[config.mk]
export PLATFORM = sky130hd
export DESIGN_NAME = layer_sequencer
export DESIGN_NICKNAME = d
export VERILOG_FILES = /design/src/rtl/layer_seq_pkg.sv /design/src/rtl/layer_out_bank.sv /design/src/rtl/layer_sequencer.sv
export SDC_FILE = /design/constraint.sdc
export NUM_CORES = 1
export LEC_CHECK = 0
export CORE_AREA = 10 10 281 283
export CTS_BUF_LIST = sky130_fd_sc_hd__clkbuf_4 sky130_fd_sc_hd__clkbuf_8 sky130_fd_sc_hd__clkbuf_16
export DETAILED_ROUTE_END_ITERATION = 6
export DIE_AREA = 0 0 291 293
export MAX_ROUTING_LAYER = met4
export PLACE_DENSITY = 0.77
export SLEW_MARGIN = 20
export SYNTH_ARGS = -nofsm -noshare
export SYNTH_HDL_FRONTEND = slang
export SYNTH_SLANG_ARGS = --single-unit
[constraint.sdc]
create_clock -name clk -period 42.9 [get_ports clk]
set_clock_uncertainty 0.2 [all_clocks]
set_input_delay 12.87 -clock clk [delete_from_list [all_inputs] [get_ports clk]]
set_output_delay 12.87 -clock clk [all_outputs]
set_load 0.02 [all_outputs]
[src/rtl/layer_seq_pkg.sv]
// Shared definitions for the layer sequencer and its output bank.
//   state_t         : sequencer state encoding
//   ERR_*_BIT       : bit positions inside the sticky error vector
//   clog2_plus1()   : width of a counter that must hold the value max_val
package layer_seq_pkg;

  typedef enum logic [2:0] {
    IDLE     = 3'd0,
    LOAD_W   = 3'd1,
    LOAD_B   = 3'd2,
    STREAM   = 3'd3,
    WAIT_OUT = 3'd4,
    DRAIN    = 3'd5
  } state_t;

  localparam int ERR_SYNC_BIT    = 0;
  localparam int ERR_TIMEOUT_BIT = 1;
  localparam int ERR_W           = 2;

  // Counter width able to represent 0..max_val inclusive (never below 1 bit).
  function automatic int clog2_plus1(input int max_val);
    return (max_val < 1) ? 1 : $clog2(max_val + 1);
  endfunction

endpackage

[src/rtl/layer_out_bank.sv]
// Output capture bank and serialiser for one layer.
//   clk, rst   : clock, synchronous active-high reset
//   load       : capture all NUM_NEURON words of load_data and start draining
//   load_data  : neuron k at [k*DATA_WIDTH +: DATA_WIDTH]
//   out_ready  : downstream ready
//   out_data   : registered word for the current index
//   out_valid  : registered valid, held until the word is taken
//   out_last   : registered, high on the word of neuron NUM_NEURON-1
//   xfer_last  : combinational pulse, the last word is being transferred now
module layer_out_bank
  import layer_seq_pkg::*;
#(
  parameter int NUM_NEURON = 30,
  parameter int DATA_WIDTH = 16
) (
  input  logic                             clk,
  input  logic                             rst,
  input  logic                             load,
  input  logic [NUM_NEURON*DATA_WIDTH-1:0] load_data,
  input  logic                             out_ready,
  output logic [DATA_WIDTH-1:0]            out_data,
  output logic                             out_valid,
  output logic                             out_last,
  output logic                             xfer_last
);

  localparam int IDX_W = clog2_plus1(NUM_NEURON);
  localparam logic [IDX_W-1:0] IDX_LAST = IDX_W'(NUM_NEURON - 1);

  logic [DATA_WIDTH-1:0] bank_r [NUM_NEURON];
  logic [IDX_W-1:0]      idx_r;
  logic [DATA_WIDTH-1:0] out_data_r;
  logic                  out_valid_r;
  logic                  out_last_r;

  logic [IDX_W-1:0]      idx_nxt_s;
  logic [DATA_WIDTH-1:0] next_word_s;
  logic                  xfer_s;

  // Select the word that follows the current index; a compare mux keeps the
  // counter width independent of the bank depth.
  always_comb begin
    idx_nxt_s   = idx_r + IDX_W'(1);
    next_word_s = '0;
    for (int k = 0; k < NUM_NEURON; k++) begin
      next_word_s = (idx_nxt_s == IDX_W'(k)) ? bank_r[k] : next_word_s;
    end
    xfer_s    = out_valid_r && out_ready;
    xfer_last = xfer_s && out_last_r;
  end

  // Bank capture, index advance and registered ready/valid output.
  always_ff @(posedge clk) begin
    if (rst) begin
      for (int k = 0; k < NUM_NEURON; k++) begin
        bank_r[k] <= '0;
      end
      idx_r       <= '0;
      out_data_r  <= '0;
      out_valid_r <= 1'b0;
      out_last_r  <= 1'b0;
    end else if (load) begin
      for (int k = 0; k < NUM_NEURON; k++) begin
        bank_r[k] <= load_data[k*DATA_WIDTH +: DATA_WIDTH];
      end
      idx_r       <= '0;
      out_data_r  <= load_data[DATA_WIDTH-1:0];
      out_valid_r <= 1'b1;
      out_last_r  <= (NUM_NEURON == 1);
    end else if (xfer_s) begin
      if (idx_r == IDX_LAST) begin
        idx_r       <= '0;
        out_valid_r <= 1'b0;
        out_last_r  <= 1'b0;
      end else begin
        idx_r      <= idx_nxt_s;
        out_data_r <= next_word_s;
        out_last_r <= (idx_nxt_s == IDX_LAST);
      end
    end
  end

  assign out_data  = out_data_r;
  assign out_valid = out_valid_r;
  assign out_last  = out_last_r;

endmodule

[src/rtl/layer_sequencer.sv]
// Sequencer for one fully-connected layer of NUM_NEURON neurons.
//   Config: cfg_start/cfg_data/cfg_valid/cfg_ready stream NUM_INPUT weights
//           then one bias per neuron onto n_weight*/n_bias*, tagged with
//           config_layer_num (constant LAYER_NO) and config_neuron_num.
//   Run:    in_data/in_valid/in_ready frame of NUM_INPUT activations is
//           broadcast on n_input*, neuron results n_output/n_output_valid are
//           captured and serialised on out_data/out_valid/out_ready/out_last.
//   Status: busy (not idle), err_sync / err_timeout sticky until rst.
module layer_sequencer
  import layer_seq_pkg::*;
#(
  parameter int LAYER_NO   = 0,
  parameter int NUM_NEURON = 30,
  parameter int NUM_INPUT  = 784,
  parameter int DATA_WIDTH = 16,
  parameter int MAX_WAIT   = 64
) (
  input  logic                             clk,
  input  logic                             rst,
  input  logic                             cfg_start,
  input  logic [31:0]                      cfg_data,
  input  logic                             cfg_valid,
  output logic                             cfg_ready,
  input  logic [DATA_WIDTH-1:0]            in_data,
  input  logic                             in_valid,
  output logic                             in_ready,
  output logic [DATA_WIDTH-1:0]            n_input,
  output logic                             n_input_valid,
  output logic [31:0]                      n_weight,
  output logic                             n_weight_valid,
  output logic [31:0]                      n_bias,
  output logic                             n_bias_valid,
  output logic [31:0]                      config_layer_num,
  output logic [31:0]                      config_neuron_num,
  input  logic [NUM_NEURON*DATA_WIDTH-1:0] n_output,
  input  logic [NUM_NEURON-1:0]            n_output_valid,
  output logic [DATA_WIDTH-1:0]            out_data,
  output logic                             out_valid,
  input  logic                             out_ready,
  output logic                             out_last,
  output logic                             busy,
  output logic                             err_sync,
  output logic                             err_timeout
);

  localparam int W_CNT_W  = clog2_plus1(NUM_INPUT);
  localparam int IN_CNT_W = clog2_plus1(NUM_INPUT);
  localparam int NEU_W    = clog2_plus1(NUM_NEURON);
  localparam int WAIT_W   = clog2_plus1(MAX_WAIT);

  localparam logic [W_CNT_W-1:0]  W_LAST    = W_CNT_W'(NUM_INPUT - 1);
  localparam logic [IN_CNT_W-1:0] IN_LAST   = IN_CNT_W'(NUM_INPUT - 1);
  localparam logic [NEU_W-1:0]    NEU_LAST  = NEU_W'(NUM_NEURON - 1);
  localparam logic [WAIT_W-1:0]   WAIT_LAST = WAIT_W'(MAX_WAIT - 1);

  state_t                state_r;
  state_t                state_nxt_s;
  logic [W_CNT_W-1:0]    w_cnt_r;
  logic [IN_CNT_W-1:0]   in_cnt_r;
  logic [NEU_W-1:0]      neu_cnt_r;
  logic [WAIT_W-1:0]     wait_cnt_r;
  logic [NEU_W-1:0]      cfg_neuron_r;
  logic [DATA_WIDTH-1:0] n_input_r;
  logic                  n_input_valid_r;
  logic [31:0]           n_weight_r;
  logic                  n_weight_valid_r;
  logic [31:0]           n_bias_r;
  logic                  n_bias_valid_r;
  logic [ERR_W-1:0]      err_r;

  logic cfg_ready_s;
  logic in_ready_s;
  logic cfg_acc_s;
  logic in_acc_s;
  logic bank_load_s;
  logic sync_err_s;
  logic timeout_s;
  logic drain_done_s;

  // Next-state decode plus the handshake readies and one-cycle event strobes.
  always_comb begin
    state_nxt_s = state_r;
    cfg_ready_s = 1'b0;
    in_ready_s  = 1'b0;
    bank_load_s = 1'b0;
    sync_err_s  = 1'b0;
    timeout_s   = 1'b0;
    case (state_r)
      IDLE: begin
        // A config request wins over a simultaneous activation.
        if (cfg_start) begin
          state_nxt_s = LOAD_W;
        end else begin
          in_ready_s = 1'b1;
          if (in_valid) begin
            state_nxt_s = (NUM_INPUT == 1) ? WAIT_OUT : STREAM;
          end else begin
            state_nxt_s = IDLE;
          end
        end
      end
      LOAD_W: begin
        cfg_ready_s = 1'b1;
        if (cfg_valid && (w_cnt_r == W_LAST)) begin
          state_nxt_s = LOAD_B;
        end else begin
          state_nxt_s = LOAD_W;
        end
      end
      LOAD_B: begin
        cfg_ready_s = 1'b1;
        if (cfg_valid) begin
          state_nxt_s = (neu_cnt_r == NEU_LAST) ? IDLE : LOAD_W;
        end else begin
          state_nxt_s = LOAD_B;
        end
      end
      STREAM: begin
        in_ready_s = 1'b1;
        if (in_valid && (in_cnt_r == IN_LAST)) begin
          state_nxt_s = WAIT_OUT;
        end else begin
          state_nxt_s = STREAM;
        end
      end
      WAIT_OUT: begin
        if (&n_output_valid) begin
          bank_load_s = 1'b1;
          state_nxt_s = DRAIN;
        end else if (|n_output_valid) begin
          // Neurons disagree; keep the frame moving but flag it.
          bank_load_s = 1'b1;
          sync_err_s  = 1'b1;
          state_nxt_s = DRAIN;
        end else if (wait_cnt_r == WAIT_LAST) begin
          timeout_s   = 1'b1;
          state_nxt_s = IDLE;
        end else begin
          state_nxt_s = WAIT_OUT;
        end
      end
      DRAIN: begin
        if (drain_done_s) begin
          state_nxt_s = IDLE;
        end else begin
          state_nxt_s = DRAIN;
        end
      end
      default: begin
        state_nxt_s = IDLE;
      end
    endcase
    cfg_acc_s = cfg_valid && cfg_ready_s;
    in_acc_s  = in_valid && in_ready_s;
  end

  // State register, counters, registered neuron bus and sticky error flags.
  always_ff @(posedge clk) begin
    if (rst) begin
      state_r          <= IDLE;
      w_cnt_r          <= '0;
      in_cnt_r         <= '0;
      neu_cnt_r        <= '0;
      wait_cnt_r       <= '0;
      cfg_neuron_r     <= '0;
      n_input_r        <= '0;
      n_input_valid_r  <= 1'b0;
      n_weight_r       <= 32'd0;
      n_weight_valid_r <= 1'b0;
      n_bias_r         <= 32'd0;
      n_bias_valid_r   <= 1'b0;
      err_r            <= '0;
    end else begin
      state_r          <= state_nxt_s;
      n_input_valid_r  <= in_acc_s;
      n_weight_valid_r <= cfg_acc_s && (state_r == LOAD_W);
      n_bias_valid_r   <= cfg_acc_s && (state_r == LOAD_B);
      if (in_acc_s) begin
        n_input_r <= in_data;
      end
      if (cfg_acc_s && (state_r == LOAD_W)) begin
        n_weight_r <= cfg_data;
      end
      if (cfg_acc_s && (state_r == LOAD_B)) begin
        n_bias_r <= cfg_data;
      end
      if (cfg_acc_s) begin
        cfg_neuron_r <= neu_cnt_r;
      end
      // The wait counter only runs while waiting; it restarts on every entry.
      if (state_r == WAIT_OUT) begin
        wait_cnt_r <= wait_cnt_r + WAIT_W'(1);
      end else begin
        wait_cnt_r <= '0;
      end
      case (state_r)
        IDLE: begin
          if (cfg_start) begin
            w_cnt_r   <= '0;
            neu_cnt_r <= '0;
          end else if (in_valid) begin
            in_cnt_r <= IN_CNT_W'(1);
          end
        end
        LOAD_W: begin
          if (cfg_valid) begin
            w_cnt_r <= (w_cnt_r == W_LAST) ? '0 : w_cnt_r + W_CNT_W'(1);
          end
        end
        LOAD_B: begin
          if (cfg_valid) begin
            neu_cnt_r <= (neu_cnt_r == NEU_LAST) ? '0 : neu_cnt_r + NEU_W'(1);
          end
        end
        STREAM: begin
          if (in_valid) begin
            in_cnt_r <= in_cnt_r + IN_CNT_W'(1);
          end
        end
        default: begin
        end
      endcase
      if (sync_err_s) begin
        err_r[ERR_SYNC_BIT] <= 1'b1;
      end
      if (timeout_s) begin
        err_r[ERR_TIMEOUT_BIT] <= 1'b1;
      end
    end
  end

  layer_out_bank #(
    .NUM_NEURON (NUM_NEURON),
    .DATA_WIDTH (DATA_WIDTH)
  ) u_out_bank (
    .clk       (clk),
    .rst       (rst),
    .load      (bank_load_s),
    .load_data (n_output),
    .out_ready (out_ready),
    .out_data  (out_data),
    .out_valid (out_valid),
    .out_last  (out_last),
    .xfer_last (drain_done_s)
  );

  assign cfg_ready         = cfg_ready_s;
  assign in_ready          = in_ready_s;
  assign n_input           = n_input_r;
  assign n_input_valid     = n_input_valid_r;
  assign n_weight          = n_weight_r;
  assign n_weight_valid    = n_weight_valid_r;
  assign n_bias            = n_bias_r;
  assign n_bias_valid      = n_bias_valid_r;
  assign config_layer_num  = 32'(LAYER_NO);
  assign config_neuron_num = 32'(cfg_neuron_r);
  assign busy              = (state_r != IDLE);
  assign err_sync          = err_r[ERR_SYNC_BIT];
  assign err_timeout       = err_r[ERR_TIMEOUT_BIT];

endmodule

==> results.tsv <==
metric	value	unit
worstPathRequired	29.83	ns
cp_max_fo	6	
synth.cell_area	29170	sq um
grtUsageTotal	0.2603	
finalHoldViolations	0	
num_vias	23910	
synth_top_family_by_area	simple AND/OR/NAND/NOR gates	
die_x	291	um
port_buffers	674	
yosys_warnings	0	
layout_common_cells	clkdlybuf4s50_1 (673), edfxtp_1 (480), and2_1 (292), nand2_1 (285), nor2b_1 (195)	
slew_viol_final	0	
grt_pass1_vias	23240	
vias_per_cell	5.492	
finalSetupViolations	0	
drc	0	
reg2reg_slack	38.04	ns
grt_max_degree	277	
final.min_clock_period	27.52	ns
gp_congestion	0.9301	
syn_avg_cell_area	10.94	sq um
reg2reg_to	u_out_bank.out_data[11]	
area_growth_syn_to_layout	34.20	%
async_flop_share	0	
worstMarginPinSlew	1.220	ns
synth_top_flop_cell	edfxtp_1	
insertion_delay	0.62	ns
synth-adder-area-share	0.004718	
clk_pin_slew_worst_paths	0.06	ns
min-delay-start	n_input[5]	
finalPower	1.443	mW
post_cts_buffers	0	
die_h	293	um
synth_mux_area_frac	0.003517	
ys_types	90	
num_rows	100	
placedCellCount	4175	
relSlewSlack	0.1849	
worstSetupPathType	in -> out	
power.density	36.87	nW/um^2
hold_buffers	0	
syn-instance-count	2666	
reg2regPathDepth	11	
max_freq	0.03633	GHz
worstSetupStartpointType	input port	
layout_commonest_cell	clkdlybuf4s50_1	
root_buffer	clkbuf_16	
r2r_start	u_out_bank.idx_r[0]	
cts_tree	yes	
clk_path_buf_depth	3	
wl_per_cell	26.17	um
critPathLaunch	cfg_start	
endpoint_kind	primary output	
io_pins	734	
rsz0062_at_grt	false	
ir_drop	0.00003166	V
numCtsBuffers	72	
initial_core_util	0.3965	
ys_seq_area_frac	0.5956	
outcome	completed	
die_area	85260	sq um
drive_gt1_frac	0.06381	
synth_edf_count	480	
period_share	0.6416	
nets	3858	
synth_xor_area_frac	0.006905	
holdWs	0.2516	ns
finalSetupTns	0	ns
hold_class	reg -> reg	
holdPathStages	2	
drt_iter0_markers	2684	
first_pass_iters	6	
worstHoldEndpoint	n_input[5]	
ys_seq_elements	628	
p_leak	13.65	nW
drt-total-wl	113.9	mm
antenna_found_initial	49	
cap_viol_max_count	0	
worstPathArrival	14.45	ns
cts_resized	0	
ant_nets	0	
overflow	0	
finish.utilization	0.5321	
hpwl	84.40	mm
cts_sinks	628	
synth_compound_gate_area_share	0.1416	
h-tree-depth	3	
grt_pass1_wl	160.1	mm
instances_no_fill	4354	
synth-simple-area-share	0.2039	
core_area	73570	sq um
[registers in the layout (all words and copies together) (netlist names), 2 cells and up]
| name | flops |
|---|---|
| w_cnt_r | 10 |
| err_r | 2 |
| neu_cnt_r | 5 |
| u_out_bank.bank_r | 480 |
| cfg_neuron_r | 5 |
| wait_cnt_r | 7 |
| u_out_bank.idx_r | 5 |
| state_r | 3 |
| in_cnt_r | 10 |
| n_bias | 32 |
| n_weight | 32 |
| u_out_bank.out_data | 16 |
| n_input | 16 |
[critical path, stage by stage]
cell	delay [ns]
clkdlybuf4s50_1	0.53
nor3_1	0.18
a21oi_1	0.06
nor2_1	0.18
clkdlybuf4s50_1	0.64
[how the worst max path moves through the flow]
stage | to | slack [ns]
floorplan | in_ready | 16.49
global placement | in_ready | 15.35
detailed placement | in_ready | 15.38
CTS | in_ready | 15.37
global route | in_ready | 15.28
finish | in_ready | 15.38
[metal layers]
layer / wire length, um / share of wire / vias to the layer above / global-route usage
met3: 9662 / 0.085 / 210 / 0.05887
met1: 44610 / 0.39 / 11570 / 0.3166
met4: 4432 / 0.039 / 0 / 0.1191
met2: 55230 / 0.48 / 1272 / 0.4100
met5: 0 / 0 / - / -
li1: - / - / 10860 / -
[kinds of logic (layout without fill, tap and decap cells)]
group / after synthesis / count (layout)
compound gates: 605 / 605
xor+xnor: 23 / 23
fa+ha+maj: 11 / 11
buf+inv: 261 / 875
flops: 628 / 628
mux: 10 / 10
other cells: 1 / 106
simple gates: 1127 / 1127
[cell usage after synthesis (44+ instances only)]
master	n	area share
nor3_1	54	0.0093
buf_4	62	0.016
a21oi_1	165	0.028
edfxtp_1	480	0.49
nand2_1	286	0.037
o21ai_0	90	0.015
nor2_1	131	0.017
nor2b_1	197	0.042
dfxtp_1	148	0.10
a22oi_1	62	0.016
and2_1	292	0.063
nand3_1	44	0.0075
clkbuf_1	130	0.017
[power breakdown]
part	internal [mW]	leakage, nW	switching [mW]
Sequential	0.688	5.78	0.0137
Combinational	0.0652	6.69	0.0536
Clock	0.365	1.17	0.258
[metrics by stage]
stage / setup slack, ns / instance area, sq um
finish: 15.38 / 39150
global route: 15.28 / 39140
CTS: 15.37 / 38970
detailed placement: 15.38 / 36600
global placement: 15.35 / 36600
floorplan: 16.49 / 29390
[area by class of cell]
class | instances | area (sq um)
clock buffers | 96 | 2031
diodes | 47 | 117.6
multi-input cells | 1835 | 10810
well taps | 969 | 1212
fillers | 6423 | 34420
inverters | 26 | 97.59
clock inverters | 33 | 344.1
flip-flops and latches | 628 | 17380
repair buffers | 720 | 7158
Note: power is estimated with default switching activity, not from simulation.
